--- src/rtl/sig_monitor_pkg.sv ---
// Shared definitions for the signature monitor: FSM state encoding, default
// mailbox addresses and CRC-32 constants.
package sig_monitor_pkg;

  typedef logic [2:0] state_t;

  localparam state_t ST_IDLE    = 3'd0;
  localparam state_t ST_ARMED   = 3'd1;
  localparam state_t ST_CAPTURE = 3'd2;
  localparam state_t ST_DRAIN   = 3'd3;
  localparam state_t ST_DONE    = 3'd4;

  localparam logic [31:0] DEF_BEGIN_ADDR = 32'h0000_0508;
  localparam logic [31:0] DEF_END_ADDR   = 32'h0000_050C;
  localparam logic [31:0] DEF_HALT_ADDR  = 32'h0000_0600;

  localparam logic [31:0] CRC_POLY   = 32'h04C1_1DB7;
  localparam logic [31:0] CRC_INIT   = 32'hFFFF_FFFF;
  localparam logic [31:0] CRC_XOROUT = 32'hFFFF_FFFF;

  function automatic logic [31:0] reflect32(input logic [31:0] v);
    logic [31:0] r;
    for (int i = 0; i < 32; i++) begin
      r[i] = v[31-i];
    end
    return r;
  endfunction

endpackage

--- src/rtl/sig_monitor_crc32.sv ---
// Reflected CRC-32 update over one 32-bit word, LSB first.
// Present only when SIG_MONITOR_CRC_EN is defined.
`ifdef SIG_MONITOR_CRC_EN
module sig_monitor_crc32
  import sig_monitor_pkg::*;
(
  input  logic [31:0] crc_in,
  input  logic [31:0] data,
  output logic [31:0] crc_out
);

  localparam logic [31:0] POLY_REFL = reflect32(CRC_POLY);

  logic [31:0] c_s;

  // Bit-serial shift unrolled over the full word
  always_comb begin
    c_s = crc_in;
    for (int i = 0; i < 32; i++) begin
      if (c_s[0] ^ data[i]) begin
        c_s = (c_s >> 1) ^ POLY_REFL;
      end else begin
        c_s = c_s >> 1;
      end
    end
    crc_out = c_s;
  end

endmodule
`endif

--- src/rtl/sig_monitor.sv ---
// Snoops data-memory writes into a signature buffer and streams it out after halt.
// Optional CRC-32 output (crc_out) when SIG_MONITOR_CRC_EN is defined.
module sig_monitor
  import sig_monitor_pkg::*;
#(
  parameter int             AW         = 32,
  parameter int             DW         = 32,
  parameter int             DEPTH      = 64,
  parameter logic [AW-1:0]  BEGIN_ADDR = AW'(DEF_BEGIN_ADDR),
  parameter logic [AW-1:0]  END_ADDR   = AW'(DEF_END_ADDR),
  parameter logic [AW-1:0]  HALT_ADDR  = AW'(DEF_HALT_ADDR)
) (
  input  logic                         clk,
  input  logic                         rst_n,
  input  logic                         snoop_we,
  input  logic [AW-1:0]                snoop_addr,
  input  logic [DW-1:0]                snoop_wdat,
  output logic                         sig_valid,
  input  logic                         sig_ready,
  output logic [DW-1:0]                sig_data,
  output logic                         sig_last,
  output logic                         done,
  output logic                         overflow,
  output logic [$clog2(DEPTH+1)-1:0]   sig_count
`ifdef SIG_MONITOR_CRC_EN
  ,
  output logic [31:0]                  crc_out
`endif
);

  localparam int            CW      = $clog2(DEPTH+1);
  localparam int            IW      = $clog2(DEPTH);
  localparam logic [AW-1:0] DEPTH_A = AW'(DEPTH);
  localparam logic [CW-1:0] DEPTH_C = CW'(DEPTH);
  localparam logic [CW-1:0] ONE_C   = CW'(1);
  localparam logic [IW-1:0] ONE_I   = IW'(1);

  state_t          state_r;
  logic [AW-1:0]   begin_r;
  logic [AW-1:0]   end_r;
  logic [CW-1:0]   count_r;
  logic            overflow_r;
  logic            done_r;
  logic            sig_valid_r;
  logic            sig_last_r;
  logic [DW-1:0]   sig_data_r;
  logic [IW-1:0]   k_r;
  logic [DEPTH-1:0] valid_r;
  logic [DW-1:0]   mem_r [DEPTH];

  logic            wr_begin_s, wr_end_s, wr_halt_s;
  logic [AW-1:0]   wdat_a_s, diff_s, words_s, off_s, cap_idx_s;
  logic            cap_hit_s, cap_ok_s;
  logic [CW-1:0]   count_calc_s;
  logic [IW-1:0]   nxt_k_s, rd_idx_s;
  logic [DW-1:0]   rd_data_s;

  assign wr_begin_s = snoop_we && (snoop_addr == BEGIN_ADDR);
  assign wr_end_s   = snoop_we && (snoop_addr == END_ADDR);
  assign wr_halt_s  = snoop_we && (snoop_addr == HALT_ADDR);
  assign wdat_a_s   = AW'(snoop_wdat);
  assign diff_s     = wdat_a_s - begin_r;
  assign words_s    = diff_s >> 2;
  assign off_s      = snoop_addr - begin_r;
  assign cap_idx_s  = off_s >> 2;
  assign cap_ok_s   = cap_idx_s < DEPTH_A;
  assign nxt_k_s    = k_r + ONE_I;

  // Mailbox addresses never count as capture, even inside [begin,end)
  assign cap_hit_s = (state_r == ST_CAPTURE) && snoop_we && !wr_halt_s && !wr_begin_s &&
                     !wr_end_s && (snoop_addr >= begin_r) && (snoop_addr < end_r) &&
                     (snoop_addr[1:0] == 2'b00);

  // Number of words the drain will emit, from the end pointer being written
  always_comb begin
    if (wdat_a_s <= begin_r) begin
      count_calc_s = '0;
    end else if (words_s >= DEPTH_A) begin
      count_calc_s = DEPTH_C;
    end else begin
      count_calc_s = words_s[CW-1:0];
    end
  end

  // Buffer readout, masked by valid bits; word 0 at drain start, k+1 while draining
  always_comb begin
    rd_idx_s = (state_r == ST_DRAIN) ? nxt_k_s : '0;
    if (valid_r[rd_idx_s]) begin
      rd_data_s = mem_r[rd_idx_s];
    end else begin
      rd_data_s = '0;
    end
  end

  // Signature buffer storage (unreset; valid bits gate readout)
  always_ff @(posedge clk) begin
    if (cap_hit_s && cap_ok_s) begin
      mem_r[cap_idx_s[IW-1:0]] <= snoop_wdat;
    end
  end

  // Control FSM, capture bookkeeping and output stream registers
  always_ff @(posedge clk or negedge rst_n) begin
    if (!rst_n) begin
      state_r     <= ST_IDLE;
      begin_r     <= '0;
      end_r       <= '0;
      count_r     <= '0;
      overflow_r  <= 1'b0;
      done_r      <= 1'b0;
      sig_valid_r <= 1'b0;
      sig_last_r  <= 1'b0;
      sig_data_r  <= '0;
      k_r         <= '0;
      valid_r     <= '0;
    end else begin
      case (state_r)
        ST_IDLE: begin
          if (wr_halt_s) begin
            state_r <= ST_DRAIN;
            count_r <= '0;
          end else if (wr_begin_s) begin
            begin_r <= wdat_a_s;
            state_r <= ST_ARMED;
          end
        end
        ST_ARMED: begin
          if (wr_halt_s) begin
            state_r <= ST_DRAIN;
            count_r <= '0;
          end else if (wr_end_s) begin
            end_r   <= wdat_a_s;
            count_r <= count_calc_s;
            valid_r <= '0;
            state_r <= ST_CAPTURE;
          end
        end
        ST_CAPTURE: begin
          if (wr_halt_s) begin
            state_r <= ST_DRAIN;
            if (count_r != '0) begin
              sig_valid_r <= 1'b1;
              sig_data_r  <= rd_data_s;
              sig_last_r  <= (count_r == ONE_C);
              k_r         <= '0;
            end
          end else if (cap_hit_s) begin
            if (cap_ok_s) begin
              valid_r[cap_idx_s[IW-1:0]] <= 1'b1;
            end else begin
              overflow_r <= 1'b1;
            end
          end
        end
        ST_DRAIN: begin
          if (!sig_valid_r) begin
            state_r <= ST_DONE;
            done_r  <= 1'b1;
          end else if (sig_ready) begin
            if (sig_last_r) begin
              state_r     <= ST_DONE;
              done_r      <= 1'b1;
              sig_valid_r <= 1'b0;
              sig_last_r  <= 1'b0;
              sig_data_r  <= '0;
            end else begin
              k_r        <= nxt_k_s;
              sig_data_r <= rd_data_s;
              sig_last_r <= (CW'(nxt_k_s) == (count_r - ONE_C));
            end
          end
        end
        ST_DONE: begin
          state_r <= ST_DONE;
        end
        default: begin
          state_r <= ST_IDLE;
        end
      endcase
    end
  end

  assign sig_valid = sig_valid_r;
  assign sig_data  = sig_data_r;
  assign sig_last  = sig_last_r;
  assign done      = done_r;
  assign overflow  = overflow_r;
  assign sig_count = count_r;

`ifdef SIG_MONITOR_CRC_EN
  logic [31:0] crc_r;
  logic [31:0] crc_next_s;

  sig_monitor_crc32 u_crc (
    .crc_in  (crc_r ^ CRC_XOROUT),
    .data    (sig_data_r[31:0]),
    .crc_out (crc_next_s)
  );

  // Running CRC kept in its final-xored form so reset reads as 0
  always_ff @(posedge clk or negedge rst_n) begin
    if (!rst_n) begin
      crc_r <= CRC_INIT ^ CRC_XOROUT;
    end else if ((state_r == ST_DRAIN) && sig_valid_r && sig_ready) begin
      crc_r <= crc_next_s ^ CRC_XOROUT;
    end
  end

  assign crc_out = crc_r;
`endif

endmodule

--- config.mk ---
export PLATFORM = sky130hd
export DESIGN_NAME = sig_monitor
export DESIGN_NICKNAME = d
export VERILOG_FILES = /design/src/rtl/sig_monitor_pkg.sv /design/src/rtl/sig_monitor_crc32.sv /design/src/rtl/sig_monitor.sv
export SDC_FILE = /design/constraint.sdc
export NUM_CORES = 2
export LEC_CHECK = 0
export ABC_AREA = 1
export CAP_MARGIN = 20
export CORE_UTILIZATION = 40
export DETAILED_ROUTE_END_ITERATION = 10
export HOLD_SLACK_MARGIN = 0.05
export PLACE_DENSITY = 0.52
export RECOVER_POWER = 25
export SLEW_MARGIN = 20
export SYNTH_ARGS = -nofsm -noshare
export SYNTH_HDL_FRONTEND = slang
export SYNTH_HIERARCHICAL = 1
export SYNTH_SLANG_ARGS = --single-unit
--- constraint.sdc ---
create_clock -name clk -period 12.4 [get_ports clk]
set_input_delay 3.72 -clock clk [delete_from_list [all_inputs] [get_ports clk]]
set_output_delay 3.72 -clock clk [all_outputs]
set_load 0.01 [all_outputs]
==> Word-level counts from Yosys, hierarchy flattened <==
Memories as Yosys holds them, arrays and structs flattened.
Cells that the tools add are included.
{ "totals": {"ff_bits": 180, "ram_bits": 2048, "input_bits": 68, "output_inout_bits": 43, "n_memories": 1} }
{ "classes": {"add_sub_neg": 4, "order_cmp": 8, "n_eq_ne": 26, "n_mux": 56, "bitwise": 3, "n_reduce_logical": 31} }
{ "memory_table": {"columns": ["memory", "depth", "width", "rd", "rd_ports_with_merged_regs", "write_ports", "line", "rtl"], "rows": [
  ["mem_r", 64, 32, 1, 0, 1, "sig_monitor.sv:49", "logic [DW-1:0] mem_r [DEPTH];"]
]} }
{ "ops": {"columns": ["op", "n"], "rows": [
  ["$mux 64", 5],
  ["$mux 32", 6],
  ["$pmux 64 s2", 1],
  ["$eq 32x11->1 const B", 3],
  ["$or 64x64->64", 1],
  ["$pmux 32 s2", 1],
  ["$sub 32x32->32", 2],
  ["$mux 6", 6],
  ["$mux 7", 5],
  ["$ge 32x32->1", 1],
  ["$le 32x32->1", 1],
  ["$lt 32x32->1", 1],
  ["$ge 30x7->1 const B", 1],
  ["$lt 30x7->1 const B", 1],
  ["$mux 3", 8],
  ["$ne 2x2->1 const B", 11],
  ["$mux 1", 17],
  ["$pmux 3 s5", 1],
  ["$reduce_and 3->1", 5],
  ["$lt 6x7->1 const B", 2],
  ["$pmux 7 s2", 1],
  ["$logic_and 1x1->1", 12],
  ["$ne 3x3->1 const B", 4],
  ["$pmux 6 s2", 1],
  ["other kinds (21)", 31]
]} }

==> Depth between registers and ports, before layout <==
{ "depth": {"ltp_word": 12, "ltp_mapped": 23, "mapped_depth_nobuf": 22} }

==> Worst setup path after synthesis <==
No wires, ideal clock.
{ "synth_path": {"path_type": "input to register", "startpoint": "input port snoop_addr[2]", "endpoint": "memory mem_r[10][0], enable pin", "setup_time_ps": 421, "arrival_time_ps": 6960, "t_required_ps": 11979, "path_slack_ps": 5019, "cell_stages": 16, "path_buffers": 2, "cell_sequence": "ha_1 or2_0 and2_1 nand2_1 nand3_1 nand2_1 nand3b_1 nand2_1 nand2_1 nor2_1 nand2_1 nor2_1 nand3b_1 buf_2 buf_1 nor2_1"} }
{ "synth_via": {"elab_chain_cells": 12, "elab_cells_between_ends": 22, "classes_between": "add/sub: 1; order compare: 3; eq/ne: 3; mux: 2; reduce/logical: 13"} }
{ "synth_rtl": {"columns": ["item", "line", "rtl"], "rows": [
  ["from (decl)", "sig_monitor.sv:16", "input logic [AW-1:0] snoop_addr,"],
  ["parallel branches: the longest is 12 deep, another holds $sub 32x32->32", null, null],
  ["to (decl)", "sig_monitor.sv:49", null]
]} }
Parallel ways; which one is timed is not known.

==> Worst setup path in the final report <==
{ "layout_path": {"startpoint": "input port snoop_wdat[9]", "endpoint": "register count_r[5], in the netlist sig_count[5]"} }
{ "layout_via": {"elab_chain_cells": 7, "elab_cells_between_ends": 8, "classes_between": "add/sub: 1; order compare: 2; mux: 5"} }
{ "layout_rtl": {"columns": ["item", "line", "rtl"], "rows": [
  ["from (decl)", "sig_monitor.sv:17", "input logic [DW-1:0] snoop_wdat,"],
  ["$sub 32x32->32", "sig_monitor.sv:62", "assign diff_s = wdat_a_s - begin_r;"],
  ["$ge 30x7->1", "sig_monitor.sv:78", "end else if (words_s >= DEPTH_A) begin"],
  ["$mux 7", "sig_monitor.sv:78", null],
  ["$mux 7 *", "sig_monitor.sv:76", "if (wdat_a_s <= begin_r) begin"],
  ["$mux 7 *", "sig_monitor.sv:131", "end else if (wr_end_s) begin"],
  ["$mux 7 *", "sig_monitor.sv:128", "if (wr_halt_s) begin"],
  ["$pmux 7 s2 *", "sig_monitor.sv:117", "case (state_r)"],
  ["to (signal assigned)", "sig_monitor.sv:133", "count_r <= count_calc_s;"],
  ["to (decl)", "sig_monitor.sv:41", "logic [CW-1:0] count_r;"]
]} }
Every way passes the cells marked *; elsewhere a longest branch is shown, timed or not. The select of a mux whose other input is x is not followed.
A chain may end at the register's enable or synchronous reset.

==> impl_results.md <==
- Status: finished, violations left
- Failing checks: design-rule violations, max-capacitance violations, max-slew violations
- Die height: 491.7 µm
- Share of layout cells above drive strength 1: under 10%
- Detailed placer's ending HPWL: 188,800 µm
- Overall routing resource usage: 26.37%
- Final setup viols: 0
- Reg area: 66,000 µm²
- Post-cts sizing count: 0
- Static Leakage: 38.73 nW
- Io pins: between 100 and 150
- Flop pwr share: 53.2%
- Fin nets: 9,020
- Syn Inst Count: approximately 8,800
- Number of flops mapped to enable cells by yosys: 2,048
- Post-synthesis mux area share: 0%
- Area of the mapped netlist: 95,930 µm²
- Reg clk slew, reported paths: 0.06 ns
- Critical path endpoint category: register
- Data required, critical path: 13.22 ns
- FF+latch count, synth: 2,228
- Initial Utilization: between 40% and 50%
- Cell internal pwr: 12.08 mW
- First-pass GRT wire length: between 400,000 and 500,000 µm
- Leading cell type in the layout, fill and taps excluded: nand2_1
- WP data arrival: roughly 9.7 ns
- Top_reg_cell synth: edfxtp_1
- FILL cells: between 20,000 and 25,000
- DRC Markers: 4
- Max cap viols: 38
- Area of the die: 241,800 µm²
- Via count: 67,770
- Fmax: 113.1 MHz
- CORE AREA: 238,100 µm²
- TritonCTS clock tree: done
- Remaining global-route overflow: 0
- Slew @ Worst Pin: 4.872 ns
- Yosys warns: 6
- Power Dens Cells: 142.7 nW/µm²
- Worst skew pair latency: 0.90 ns
- DIE WIDTH: between 400 and 500 µm
- Initial antenna violation count: 18
- Largest family of logic cells by synthesized area: simple AND/OR/NAND/NOR gates
- WS Path Type: in2reg
- Routed Antenna Nets: 0
- Most frequent cells in the layout: 2,767 x nand2_1, 2,048 x edfxtp_1, 2,044 x nand3_1, 362 x inv_1, 237 x clkbuf_16
- Synth Area in Compound Gates: 2.263%
- Wire per inst: approximately 27 µm
- Area grow syn2layout: 12.71%
- Syn Nets: 9,015
- Slew margin rel.: -224.8%
- Max Transition Viols Final: 1,443
- Worst VDD drop: 0.0001327 V
- Clock root cell: clkbuf_16
- Overall Power: 15.43 mW
- Crit start category: primary input
- Wirelength, routed: 324,200 µm
- Asr flop ratio synth: 8.079%
- Hold Crit Class: reg2reg
- NetSw: about 3.3 mW
- 1st-iter DRT viols: 7,917
- Placed insts: 11,780
- Tcrit/Tclk final: 71.28%
- Post-Synth Simple-Gate Area: 23.44%
- # port buffers: 110
- Post-Synth XOR/XNOR Area: 0.3900%
- Syn avg cell area: around 11 µm²
- Post-synth top area share: 64.11%
- Num CTS Buffers: 230
- Hold Buf Count CTS: 0
- DRT Pass-1 Iters: 9
- Setup tns final: 0 ns
- Multi-input gate area in the final layout: 26,810 µm²
- Placer congestion estimate: 0.8874
- CP Max Fanout: 66
- Top cells by area, synth: edfxtp_1 64%, nand2_1 11%, nand3_1 11%
- Clock Skews: approximately 0.078 ns
- Clock network power share: 43.9%
- Period minus WS final: between 8 and 9 ns
- Sequential-to-total area share from yosys stat: 68.80%
- Post-Synth Adder-Cell Area: 1.278%
- Max Buffers Root-to-Sink: 3
- Combinational share of power: roughly 2.8%
- # rows: 179
- Vias in the first global route: 63,940
- Switching Share: 21.66%
- Largest net degree at the start of global routing: 172
- Clk sinks: 2,228
- H-tree Lvls: 4
- Post-synth cell types: 45
- RSZ-0062 raised after global routing: false
- Final hold violations: 0
- Vias per cell: about 5.5
- Area leader, netlist: edfxtp_1
- Postcts setup bufs: 0
- Non-Filler Instances: 12,220
==> path summary, 6_finish.rpt <==
check / from / to / slack, ns / cells after the start
setup / recovery: snoop_wdat[9] / sig_count[5] / 3.56 / 16
hold / removal: valid_r[39] / valid_r[39] / 0.47 / 2
setup reg to reg: k_r[0] / sig_data[23] / 6.97 / 14
hold reg to reg: valid_r[39] / valid_r[39] / 0.47 / 2
max in group asynchronous: rst_n / valid_r[13] / 4.21 / 3
min in group asynchronous: rst_n / sig_data[19] / 4.55 / 1
==> worst max-delay path, cell delays in order <==
cell and delay, ns:
buf_2 0.07, clkbuf_1 2.96, ha_1 0.60, nand2_1 0.13
nor2_1 0.25, nand2_1 0.07, o21ai_0 0.53, nand2_1 0.10
nand2_1 0.10, xnor2_1 0.12, nand2_1 0.08, inv_1 0.06
nand2_1 0.05, nor2_1 0.39, nand4_1 0.24, nand2_1 0.10
==> state kept, by name (all words and copies together) (netlist names), 3 cells and up <==
name	count
state_r	3
end_r	32
valid_r	64
sig_data	32
sig_count	7
begin_r	32
k_r	6
mem_r	2048
==> power groups by stage <==
stage | combinational, mW | sequential (mW) | clock [mW]
2_1_floorplan | 0.136 | 8.36 | 0
3_3_place_gp | 0.431 | 8.36 | 0
3_5_place_dp | 0.437 | 8.36 | 0
4_1_cts | 0.438 | 8.20 | 6.87
5_1_grt | 0.465 | 8.21 | 7.13
6_report | 0.434 | 8.21 | 6.78
==> cells by family after synthesis <==
kind of cell	after synthesis
compound gates	401
xor+xnor	41
flops	2228
buf+inv	887
simple gates	5194
fa+ha+maj	98
==> area by class of cell <==
| type | instances | area share, % |
|---|---|---|
| antenna | 3 | 0.006943 |
| sequential | 2228 | 61.04 |
| inverter | 373 | 1.322 |
| clock inverter | 127 | 0.9663 |
| multi-input combinational | 5734 | 24.79 |
| timing repair buffer | 287 | 2.368 |
| clock buffer | 301 | 5.837 |
| tap | 3167 | 3.665 |
==> synth_stat cells, drive strengths merged (2+ instances only) <==
master	number
nand2	2771
edfxtp	2048
nand3	2047
inv	372
buf	339
nor2	221
dfrtp	180
clkbuf	175
a21oi	171
o21ai	163
ha	98
nand4	91
nor3	29
xor2	23
o211ai	21
o22ai	18
xnor2	18
nand3b	12
nor4	10
or2	9
o21a	8
o21bai	5
a21o	4
and2	3
a211oi	2
a21boi	2
a41oi	2
==> metal layers <==
metal,routed length [µm],track usage [%],up-vias
li1,-,-,30950
met1,140000,37.10,33950
met2,151100,41.88,2442
met3,21180,3.315,428
met4,11970,9.549,2
met5,13,0,-
==> through the flow <==
stage          setup WS, ns  utilization, %  cell area, µm²  hold slack [ns]
2_1_floorplan         5.019               -           95930           0.4419
3_3_place_gp          3.576           42.19          100500           0.4538
3_5_place_dp          3.636           42.26          100600           0.4583
4_1_cts               4.549           45.35          108000           0.4729
5_1_grt               3.224           45.41          108100           0.4935
6_report              3.561           45.42          108100           0.4739
Note: power is estimated with default switching activity, not from simulation.
